**src/rtl/reg_window_pkg.sv**
```systemverilog
// Shared window geometry, FSM state codes and the spill/fill RF base helper.
// Latency: n/a (declarations only).
// Backpressure: n/a.
package reg_window_pkg;

    localparam int NUM_PHYS = 8;
    localparam int WND_SIZE = 4;
    localparam int WND_STEP = 2;
    localparam int MAX_RES  = 3;

    typedef logic [2:0] state_t;

    localparam logic [2:0] ST_IDLE     = 3'd0;
    localparam logic [2:0] ST_SPILL0   = 3'd1;
    localparam logic [2:0] ST_SPILL1   = 3'd2;
    localparam logic [2:0] ST_FILL0    = 3'd3;
    localparam logic [2:0] ST_FILL1    = 3'd4;
    localparam logic [2:0] ST_FILL_WR0 = 3'd5;
    localparam logic [2:0] ST_FILL_WR1 = 3'd6;

    // Spills address the window being entered, fills the window being restored.
    function automatic logic [2:0] xfer_base(input logic [2:0] wnd, input logic is_fill);
        xfer_base = is_fill ? (wnd - 3'(WND_STEP)) : (wnd + 3'(WND_STEP));
    endfunction

endpackage

```
**src/rtl/reg_window_xfer.sv**
```systemverilog
// Two-word backing-memory handshake sequencer shared by spill and fill.
// Latency: each word holds mem_req_o until mem_ack_i; fill data is latched on its ack.
// Backpressure: the controller FSM stalls in its word state until word_done.
module reg_window_xfer
    import reg_window_pkg::*;
#(
    parameter int DATA_W = 16,
    parameter int MEM_AW = 8
) (
    input  logic              clk,
    input  logic              rst_n,
    input  logic [2:0]        state,
    input  logic [MEM_AW-1:0] sp,
    input  logic [DATA_W-1:0] rf_rdata_i,
    input  logic [DATA_W-1:0] mem_rdata_i,
    input  logic              mem_ack_i,
    output logic              mem_req_o,
    output logic              mem_we_o,
    output logic [MEM_AW-1:0] mem_addr_o,
    output logic [DATA_W-1:0] mem_wdata_o,
    output logic              word_done,
    output logic [DATA_W-1:0] fill_dat
);

    logic              is_spill;
    logic              is_fill;
    logic [MEM_AW-1:0] word_off;

    assign is_spill  = (state == ST_SPILL0) || (state == ST_SPILL1);
    assign is_fill   = (state == ST_FILL0)  || (state == ST_FILL1);
    assign word_off  = MEM_AW'((state == ST_SPILL1) || (state == ST_FILL1));

    assign mem_req_o   = is_spill || is_fill;
    assign mem_we_o    = is_spill;
    assign mem_wdata_o = is_spill ? rf_rdata_i : '0;
    assign word_done   = mem_req_o && mem_ack_i;

    // Spill pushes at sp, sp+1; fill pops the pair just below sp.
    always_comb begin
        mem_addr_o = '0;
        if (is_spill) begin
            mem_addr_o = sp + word_off;
        end else if (is_fill) begin
            mem_addr_o = sp - MEM_AW'(WND_STEP) + word_off;
        end
    end

    always_ff @(posedge clk or negedge rst_n) begin
        if (!rst_n) begin
            fill_dat <= '0;
        end else if (word_done && is_fill) begin
            fill_dat <= mem_rdata_i;
        end
    end

endmodule

```
**src/rtl/reg_window_ctrl.sv**
```systemverilog
// Register-window call/return controller with spill/fill to a backing stack; REG_WND_STATS_EN adds spill/fill counters.
// Latency: zero-stall moves update wnd next edge; spill/fill take >=2 words x (1 + ack wait), fill +2 RF writes.
// Backpressure: busy_o stalls decode; requests while busy are dropped and flagged on err_o.
module reg_window_ctrl
    import reg_window_pkg::*;
#(
    parameter int DATA_W  = 16,
    parameter int MEM_AW  = 8,
    parameter int DEPTH_W = 4
) (
    input  logic              clk,
    input  logic              rst_n,
    input  logic              call_i,
    input  logic              ret_i,
    output logic              busy_o,
    output logic              err_o,
`ifdef REG_WND_STATS_EN
    output logic [15:0]       spill_cnt_o,
    output logic [15:0]       fill_cnt_o,
`endif
    output logic [2:0]        rf_wnd_o,
    output logic [1:0]        rf_addr_o,
    output logic              rf_we_o,
    output logic [DATA_W-1:0] rf_wdata_o,
    input  logic [DATA_W-1:0] rf_rdata_i,
    output logic              mem_req_o,
    output logic              mem_we_o,
    output logic [MEM_AW-1:0] mem_addr_o,
    output logic [DATA_W-1:0] mem_wdata_o,
    input  logic [DATA_W-1:0] mem_rdata_i,
    input  logic              mem_ack_i
);

    localparam logic [DEPTH_W-1:0] DEPTH_MAX = '1;

    logic [2:0]         state;
    logic [2:0]         wnd;
    logic [DEPTH_W-1:0] depth;
    logic [1:0]         resident;
    logic [MEM_AW-1:0]  sp;
    logic               err_q;
    logic               word_done;

    reg_window_xfer #(
        .DATA_W (DATA_W),
        .MEM_AW (MEM_AW)
    ) u_xfer (
        .clk         (clk),
        .rst_n       (rst_n),
        .state       (state),
        .sp          (sp),
        .rf_rdata_i  (rf_rdata_i),
        .mem_rdata_i (mem_rdata_i),
        .mem_ack_i   (mem_ack_i),
        .mem_req_o   (mem_req_o),
        .mem_we_o    (mem_we_o),
        .mem_addr_o  (mem_addr_o),
        .mem_wdata_o (mem_wdata_o),
        .word_done   (word_done),
        .fill_dat    (rf_wdata_o)
    );

    always_ff @(posedge clk or negedge rst_n) begin
        if (!rst_n) begin
            state    <= ST_IDLE;
            wnd      <= '0;
            depth    <= '0;
            resident <= 2'd1;
            sp       <= '0;
            err_q    <= 1'b0;
        end else begin
            err_q <= 1'b0;
            case (state)
                ST_IDLE: begin
                    if (call_i && ret_i) begin
                        err_q <= 1'b1;
                    end else if (call_i) begin
                        if (depth == DEPTH_MAX) begin
                            err_q <= 1'b1;
                        end else if (resident < 2'(MAX_RES)) begin
                            wnd      <= wnd + 3'(WND_STEP);
                            depth    <= depth + 1'b1;
                            resident <= resident + 2'd1;
                        end else begin
                            state <= ST_SPILL0;
                        end
                    end else if (ret_i) begin
                        if (depth == '0) begin
                            err_q <= 1'b1;
                        end else if (resident > 2'd1) begin
                            wnd      <= wnd - 3'(WND_STEP);
                            depth    <= depth - 1'b1;
                            resident <= resident - 2'd1;
                        end else begin
                            state <= ST_FILL0;
                        end
                    end
                end
                ST_SPILL0: if (word_done) state <= ST_SPILL1;
                ST_SPILL1: begin
                    if (word_done) begin
                        state <= ST_IDLE;
                        wnd   <= wnd + 3'(WND_STEP);
                        depth <= depth + 1'b1;
                        sp    <= sp + MEM_AW'(WND_STEP);
                    end
                end
                ST_FILL0:    if (word_done) state <= ST_FILL_WR0;
                ST_FILL_WR0: state <= ST_FILL1;
                ST_FILL1:    if (word_done) state <= ST_FILL_WR1;
                ST_FILL_WR1: begin
                    state <= ST_IDLE;
                    wnd   <= wnd - 3'(WND_STEP);
                    depth <= depth - 1'b1;
                    sp    <= sp - MEM_AW'(WND_STEP);
                end
                default: state <= ST_IDLE;
            endcase
            if ((state != ST_IDLE) && (call_i || ret_i)) begin
                err_q <= 1'b1;
            end
        end
    end

    // Spill reads offsets 2/3 of the incoming window, i.e. the oldest window's 0/1.
    always_comb begin
        rf_wnd_o  = wnd;
        rf_addr_o = 2'd0;
        case (state)
            ST_SPILL0: begin
                rf_wnd_o  = xfer_base(wnd, 1'b0);
                rf_addr_o = 2'd2;
            end
            ST_SPILL1: begin
                rf_wnd_o  = xfer_base(wnd, 1'b0);
                rf_addr_o = 2'd3;
            end
            ST_FILL0, ST_FILL_WR0: begin
                rf_wnd_o  = xfer_base(wnd, 1'b1);
                rf_addr_o = 2'd0;
            end
            ST_FILL1, ST_FILL_WR1: begin
                rf_wnd_o  = xfer_base(wnd, 1'b1);
                rf_addr_o = 2'd1;
            end
            default: ;
        endcase
    end

    assign rf_we_o = (state == ST_FILL_WR0) || (state == ST_FILL_WR1);
    assign busy_o  = (state != ST_IDLE);
    assign err_o   = err_q;

`ifdef REG_WND_STATS_EN
    always_ff @(posedge clk or negedge rst_n) begin
        if (!rst_n) begin
            spill_cnt_o <= '0;
            fill_cnt_o  <= '0;
        end else begin
            if ((state == ST_SPILL1) && word_done && (spill_cnt_o != 16'hFFFF)) begin
                spill_cnt_o <= spill_cnt_o + 16'd1;
            end
            if ((state == ST_FILL_WR1) && (fill_cnt_o != 16'hFFFF)) begin
                fill_cnt_o <= fill_cnt_o + 16'd1;
            end
        end
    end
`endif

endmodule

```
**config.mk**
```make
export PLATFORM = sky130hd
export DESIGN_NAME = reg_window_ctrl
export DESIGN_NICKNAME = d
export VERILOG_FILES = /design/src/rtl/reg_window_pkg.sv /design/src/rtl/reg_window_xfer.sv /design/src/rtl/reg_window_ctrl.sv
export SDC_FILE = /design/constraint.sdc
export NUM_CORES = 1
export LEC_CHECK = 0
export ABC_AREA = 1
export CORE_MARGIN = 1
export CORE_UTILIZATION = 33
export CTS_CLUSTER_DIAMETER = 30
export DETAILED_ROUTE_END_ITERATION = 6
export PLACE_DENSITY = 0.59
export SYNTH_ARGS = -nofsm -noshare
export SYNTH_HDL_FRONTEND = slang
export SYNTH_HIERARCHICAL = 1
export SYNTH_SLANG_ARGS = --single-unit
```
**constraint.sdc**
```tcl
create_clock -name clk -period 2.55 [get_ports clk]
set_clock_uncertainty 0.1 [all_clocks]
set_input_delay 0.51 -clock clk [delete_from_list [all_inputs] [get_ports clk]]
set_output_delay 0.51 -clock clk [all_outputs]
set_load 0.01 [all_outputs]
```
---- Word-level counts from Yosys, hierarchy flattened ----
Cells that the tools add are included.
storage, ports and cells
  bits of input ports ..................... 37
  bits in registers ....................... 37
  output and inout bits ................... 50
  logic and storage cells ................. 116
operators by class
  add/subtract/negate cells ............... 10
  reductions and logical operators ........ 24
  eq/ne operators ......................... 22
  muxes and demuxes ....................... 50
  magnitude comparators ................... 2
  bitwise operators ....................... 1
operators by type and width
  operator                                           number
  two-way mux 3 bit                                  19
  two-way mux 4 bit                                  8
  two-way mux 8 bit                                  3
  != test 3 bit (second input constant)              7
  one-hot mux 3 bit (6 select lines)                 1
  adder 8 x 1 -> 8 bit                               2
  two-way mux 16 bit                                 1
  one-hot mux 8 bit (2 select lines)                 1
  two-way mux 2 bit                                  6
  one-hot mux 4 bit (3 select lines)                 1
  != test 2 x 1 -> 1 bit (second input constant)     5
  AND reduction 10 bit                               1
  == test 3 bit (second input constant)              3
  one-hot mux 3 bit (3 select lines)                 1
  adder 8 x 2 -> 8 bit (second input constant)       1
  AND reduction 8 bit                                1
  subtractor 8 x 2 -> 8 bit (second input constant)  1
  two-way mux 1 bit                                  7
  AND reduction 7 bit                                1
  == test 3 x 2 -> 1 bit (second input constant)     2
  logical OR 1 bit                                   6
  != test 2 bit (second input constant)              3
  one-hot mux 2 bit (3 select lines)                 1
  one-hot mux 3 bit (2 select lines)                 1
  other kinds (19)                                   26

---- Logic depth before layout (Yosys ltp) ----
  depth in word-level cells ............... 7
  mapped depth ............................ 14
  gate-level depth less buffers ........... 13

---- Cells and area by module ----
The synthesis kept the hierarchy.
modules (own cells, without submodules)
  module           cells an instance  times used  area an instance (um^2)  seq. area each (um^2)
  reg_window_ctrl  205                1           1466.4                   476.7
  reg_window_xfer  194                1           1212.4                   400.4

---- Least setup slack after synthesis ----
OpenSTA, ideal clock, no wires.
  path type ............................... flip-flop to flip-flop
  from .................................... reg state[0]
  to ...................................... reg depth[1]
  stages on the path, launching flop included .. 13
  buffers on the path ..................... 1
  path slack .............................. 0.450 ns
  arrival time ............................ 1.878 ns
  required time ........................... 2.328 ns
  setup time .............................. 0.122 ns
  period minus slack after synthesis ...... 2.100 ns
  path through ............................ dfrtp_1 -> nand2_1 -> nand2_1 -> nor2_1 -> buf_4 -> o21a_1 -> inv_1 -> a21oi_4 -> nor2_2 -> nor2_4 -> inv_2 -> nand2_1 -> o21ai_2
between the ends
  word-level cells in the longest chain between the ends .. 6
  elaborated cells between the ends (all ways) .. 20
  those cells by class .................... eq/ne: 12; mux: 1; reduce/logical: 7
RTL lines
  element                                                           line                    text
  start, declared                                                   reg_window_ctrl.sv:36   logic [2:0] state;
  start signal, assigned                                            reg_window_ctrl.sv:65   state <= ST_IDLE;
  start signal, assigned                                            reg_window_ctrl.sv:85   state <= ST_SPILL0;
  start signal, assigned                                            reg_window_ctrl.sv:95   state <= ST_FILL0;
  == test 3 x 1 -> 1 bit or == test 3 x 2 -> 1 bit (tied branches)  reg_window_xfer.sv:29   assign is_spill = (state == ST_SPILL0) || (state == ST_SPILL1);
  logical OR 1 bit *                                                reg_window_xfer.sv:29
  via mem_we_o                                                      reg_window_ctrl.sv:27   output logic mem_we_o,
  logical OR 1 bit *                                                reg_window_xfer.sv:33   assign mem_req_o = is_spill || is_fill;
  logical AND 1 bit *                                               reg_window_xfer.sv:36   assign word_done = mem_req_o && mem_ack_i;
  via word_done                                                     reg_window_ctrl.sv:42   logic word_done;
  != test 2 x 1 -> 1 bit (no source line) *                         n/a
  AND reduction 8 bit (no source line) *                            n/a
  end signal, assigned                                              reg_window_ctrl.sv:82   depth <= depth + 1'b1;
  end signal, assigned                                              reg_window_ctrl.sv:92   depth <= depth - 1'b1;
  end signal, assigned                                              reg_window_ctrl.sv:104  depth <= depth + 1'b1;
  end, declared                                                     reg_window_ctrl.sv:38   logic [DEPTH_W-1:0] depth;
Mark *: on every way through the listed nets, which the timed path passes. The rest lies on a longest branch.
A chain may end at the register's enable or synchronous reset.

---- Worst setup path in the final report ----
  from .................................... reg state[1]
  to ...................................... out rf_addr_o[1]
between the ends
  word-level cells in the longest chain between the ends .. 3
  elaborated cells between the ends (all ways) .. 6
  those cells by class .................... eq/ne: 4; mux: 1; reduce/logical: 1
RTL lines
  element                               line                    text
  == test 3 bit                         reg_window_ctrl.sv:129  case (state)
  OR reduction 2 bit                    reg_window_ctrl.sv:129
  one-hot mux 2 bit (3 select lines) *  reg_window_ctrl.sv:129
  end, declared                         reg_window_ctrl.sv:22   output logic [1:0] rf_addr_o,
Mark *: on every way between the ends. The rest lies on a longest branch, timed or not.

==> qor.csv <==
metric,value,unit
Startpoint Class,flop,
overall power,4.411,mW
Max Slew Vio Count,0,
CTS Sinks,35,
All-Layer GR Usage,16.75,%
ANT cells,0,
met2 usage,29.04,%
I/O Buffers,85,
critical path data required time,1.94,ns
placed inst area,3649,um2
"most used cell, CP",nand2_1,
Synth Warn #,6,
dpl hpwl,5.209,mm
CP top delay family,buffers and inverters,
RR Endpoint,wnd[2]$_DFFE_PN0P_,
GR Layer Usage met1,21.13,%
Via Count,2821,
Netlist cell types,31,
VDD IR max,0.0005576,V
crit-path cells,buf_4 -> inv_1 -> nand2_1 -> nand2_1 -> nand2_1 -> inv_1 -> clkdlybuf4s50_1,
"most common cell after layout, fill and taps aside",nand2_1,
die height,92.10,um
Slew HR,47.74,%
maximum clock path buffer count,2,
CP arrival,1.83,ns
"antenna viol nets, final",0,
Post-Route WL,6.937,mm
Syn Area/Cell,6.714,um2
PwrDens,1160,nW/um2
CP Max Fanout,6,
cell area after synthesis,2679,um2
"Hold-fix buffers, CTS",0,
Slowest cell on crit path,clkdlybuf4s50_1,
final setup violation count,0,
CP max stage delay,0.55,ns
Row Count,32,
DR iter-0 viols,65,
grt ovf,0,
Place WS,0.07745,ns
initial antenna violation count,0,
Num CTS Buffers,5,
status,completed,
Clk network pwr share,9.2,%
worst-margin pin slew,0.7839,ns
worst hold path type,input port to async pin,
hold slack,0.1985,ns
Die Wd,92.10,um
Ports,87,
LEAKAGE,2.034,nW
max cap viols,0,
Area Overhead vs Synth,41.99,%
Top Usage Layer GRT,met2,
Placed Cells,586,
critical path depth,7,
# H-tree levels,2,
Setup CP Type,flop to output pin,
switch share,46.86,%
first-pass detailed-route iteration total,4,
share of layout cells above drive strength 1,13.00,%
synthesis-stage register bit count,35,
# DRC,0,
die area,8481,um2
most frequent cells in the layout,"nand2_1 (122), inv_1 (56), clkdlybuf4s50_1 (56), nand3_1 (48), nor2_1 (38)",
vias in the first global route,2599,
final worst path period need,2.436,ns
gpl congestion,0.8554,
register area share after synthesis,32.74,%
first-pass GRT wire length,11.67,mm
Final Cell Area,3804,um2
Clock Pin Slew Worst Setup and Hold Paths,0.07,ns
Final Util,48.72,%
path depth of the worst reg2reg path,13,
Tcrit/Tclk final,95.55,%
R2R Setup Slk,0.33,ns
crit path from,state[1]$_DFFE_PN0P_,
reg-to-reg critical path startpoint,state[1]$_DFFE_PN0P_,
fin cells,602,
sw power,2.067,mW
Peak Freq,410.4,MHz
core footprint,7807,um2
Final #Nets,544,
CP endpoint kind,output pin,
fin worst setup slack,0.1135,ns
clk root buf,clkbuf_8,
largest net degree at the start of global routing,36,
CTS tree,built,
wire per inst,11.52,um
Int Pwr,2.344,mW
Hold Fails Final Rpt,0,
sequential share of power,25.2,%
"Clk Latency, worst-skew pair",0.29,ns
via density per instance,4.686,
synthesized instance count,399,
setup TNS,0,ns
met3 GRT Util,3.566,%
crit path capture,rf_addr_o[1],
Initial Util,34.31,%
CP bufs+invs,4,
combinational power share,65.6,%
==> flip-flops by register name, indices dropped and copies added (netlist names) <==
| register | cells |
|---|---|
| depth | 4 |
| err_o | 1 |
| resident | 2 |
| sp | 7 |
| state | 3 |
| u_xfer/fill_dat | 16 |
| wnd | 2 |
==> what timing repair did <==
item	in CTS	in global routing
setup endpoints to repair	27	3
pin swaps	0	1
resized for setup	34	10
setup buffers	3	5
==> area by class of cell <==
| type | instances | area, um2 |
|---|---|---|
| clock inverter | 3 | 20.02 |
| sequential | 35 | 884.6 |
| tap | 102 | 127.6 |
| fill | 828 | 4004 |
| multi-input combinational | 291 | 1489 |
| timing repair buffer | 105 | 982.2 |
| clock buffer | 5 | 68.82 |
| inverter | 61 | 231.5 |
==> worst min path at each step <==
stage               slack [ns]                           start                         endpoint
finish                    0.20                           rst_n               wnd[1]$_DFFE_PN0P_
global route              0.27                           rst_n  u_xfer/fill_dat[12]$_DFFE_PN0P_
CTS                       0.23                           rst_n  u_xfer/fill_dat[12]$_DFFE_PN0P_
detailed placement        0.36  u_xfer/fill_dat[7]$_DFFE_PN0P_   u_xfer/fill_dat[7]$_DFFE_PN0P_
global placement          0.35  u_xfer/fill_dat[7]$_DFFE_PN0P_   u_xfer/fill_dat[7]$_DFFE_PN0P_
floorplan                 0.11                           rst_n             depth[0]$_DFFE_PN0P_
==> Yosys cell counts, drive strengths merged <==
library cell | count | area (um2)
ha | 8 | 100.1
nand4 | 5 | 31.28
buf | 13 | 97.59
dfrtp | 34 | 850.8
o21ai | 26 | 156.4
o2111ai | 1 | 8.760
o221ai | 1 | 8.760
xor2 | 9 | 78.83
dfstp | 1 | 26.28
a21oi | 3 | 26.28
o21a | 2 | 15.01
xnor2 | 6 | 52.55
nand2 | 128 | 503.0
o211ai | 1 | 7.510
nand3 | 49 | 250.2
o31ai | 2 | 15.01
conb | 1 | 3.750
a41o | 2 | 22.52
nor2 | 46 | 195.2
inv | 61 | 229.0
==> power groups by stage <==
| stage | sequential [mW] | combinational (mW) | clock, mW |
|---|---|---|---|
| after floorplan | 1.09 | 1.74 | 0 |
| after global placement | 1.11 | 2.90 | 0 |
| after detailed placement | 1.12 | 2.94 | 0 |
| after CTS | 1.11 | 2.85 | 0.424 |
| after global routing | 1.15 | 3.25 | 0.446 |
| final | 1.11 | 2.89 | 0.405 |
==> kinds of logic after synthesis <==
logic type                 Yosys count  share of synthesized area [%]
AOI/OAI and AO/OA                   38                          9.715
and+or+nand+nor                    228                          36.57
DFF                                 35                          32.74
other                                1                         0.1400
xor gates and xnor gates            15                          4.904
buffers and inverters               74                          12.19
adders and majority gates            8                          3.737
==> metal layers <==
metal  vias up  part of all wire [%]
li1       1442                     -
met1      1293                    46
met2        78                    47
met3         8                   6.0
met4         0                  0.81
met5         -                     0
Note: power is estimated with default switching activity, not from simulation.
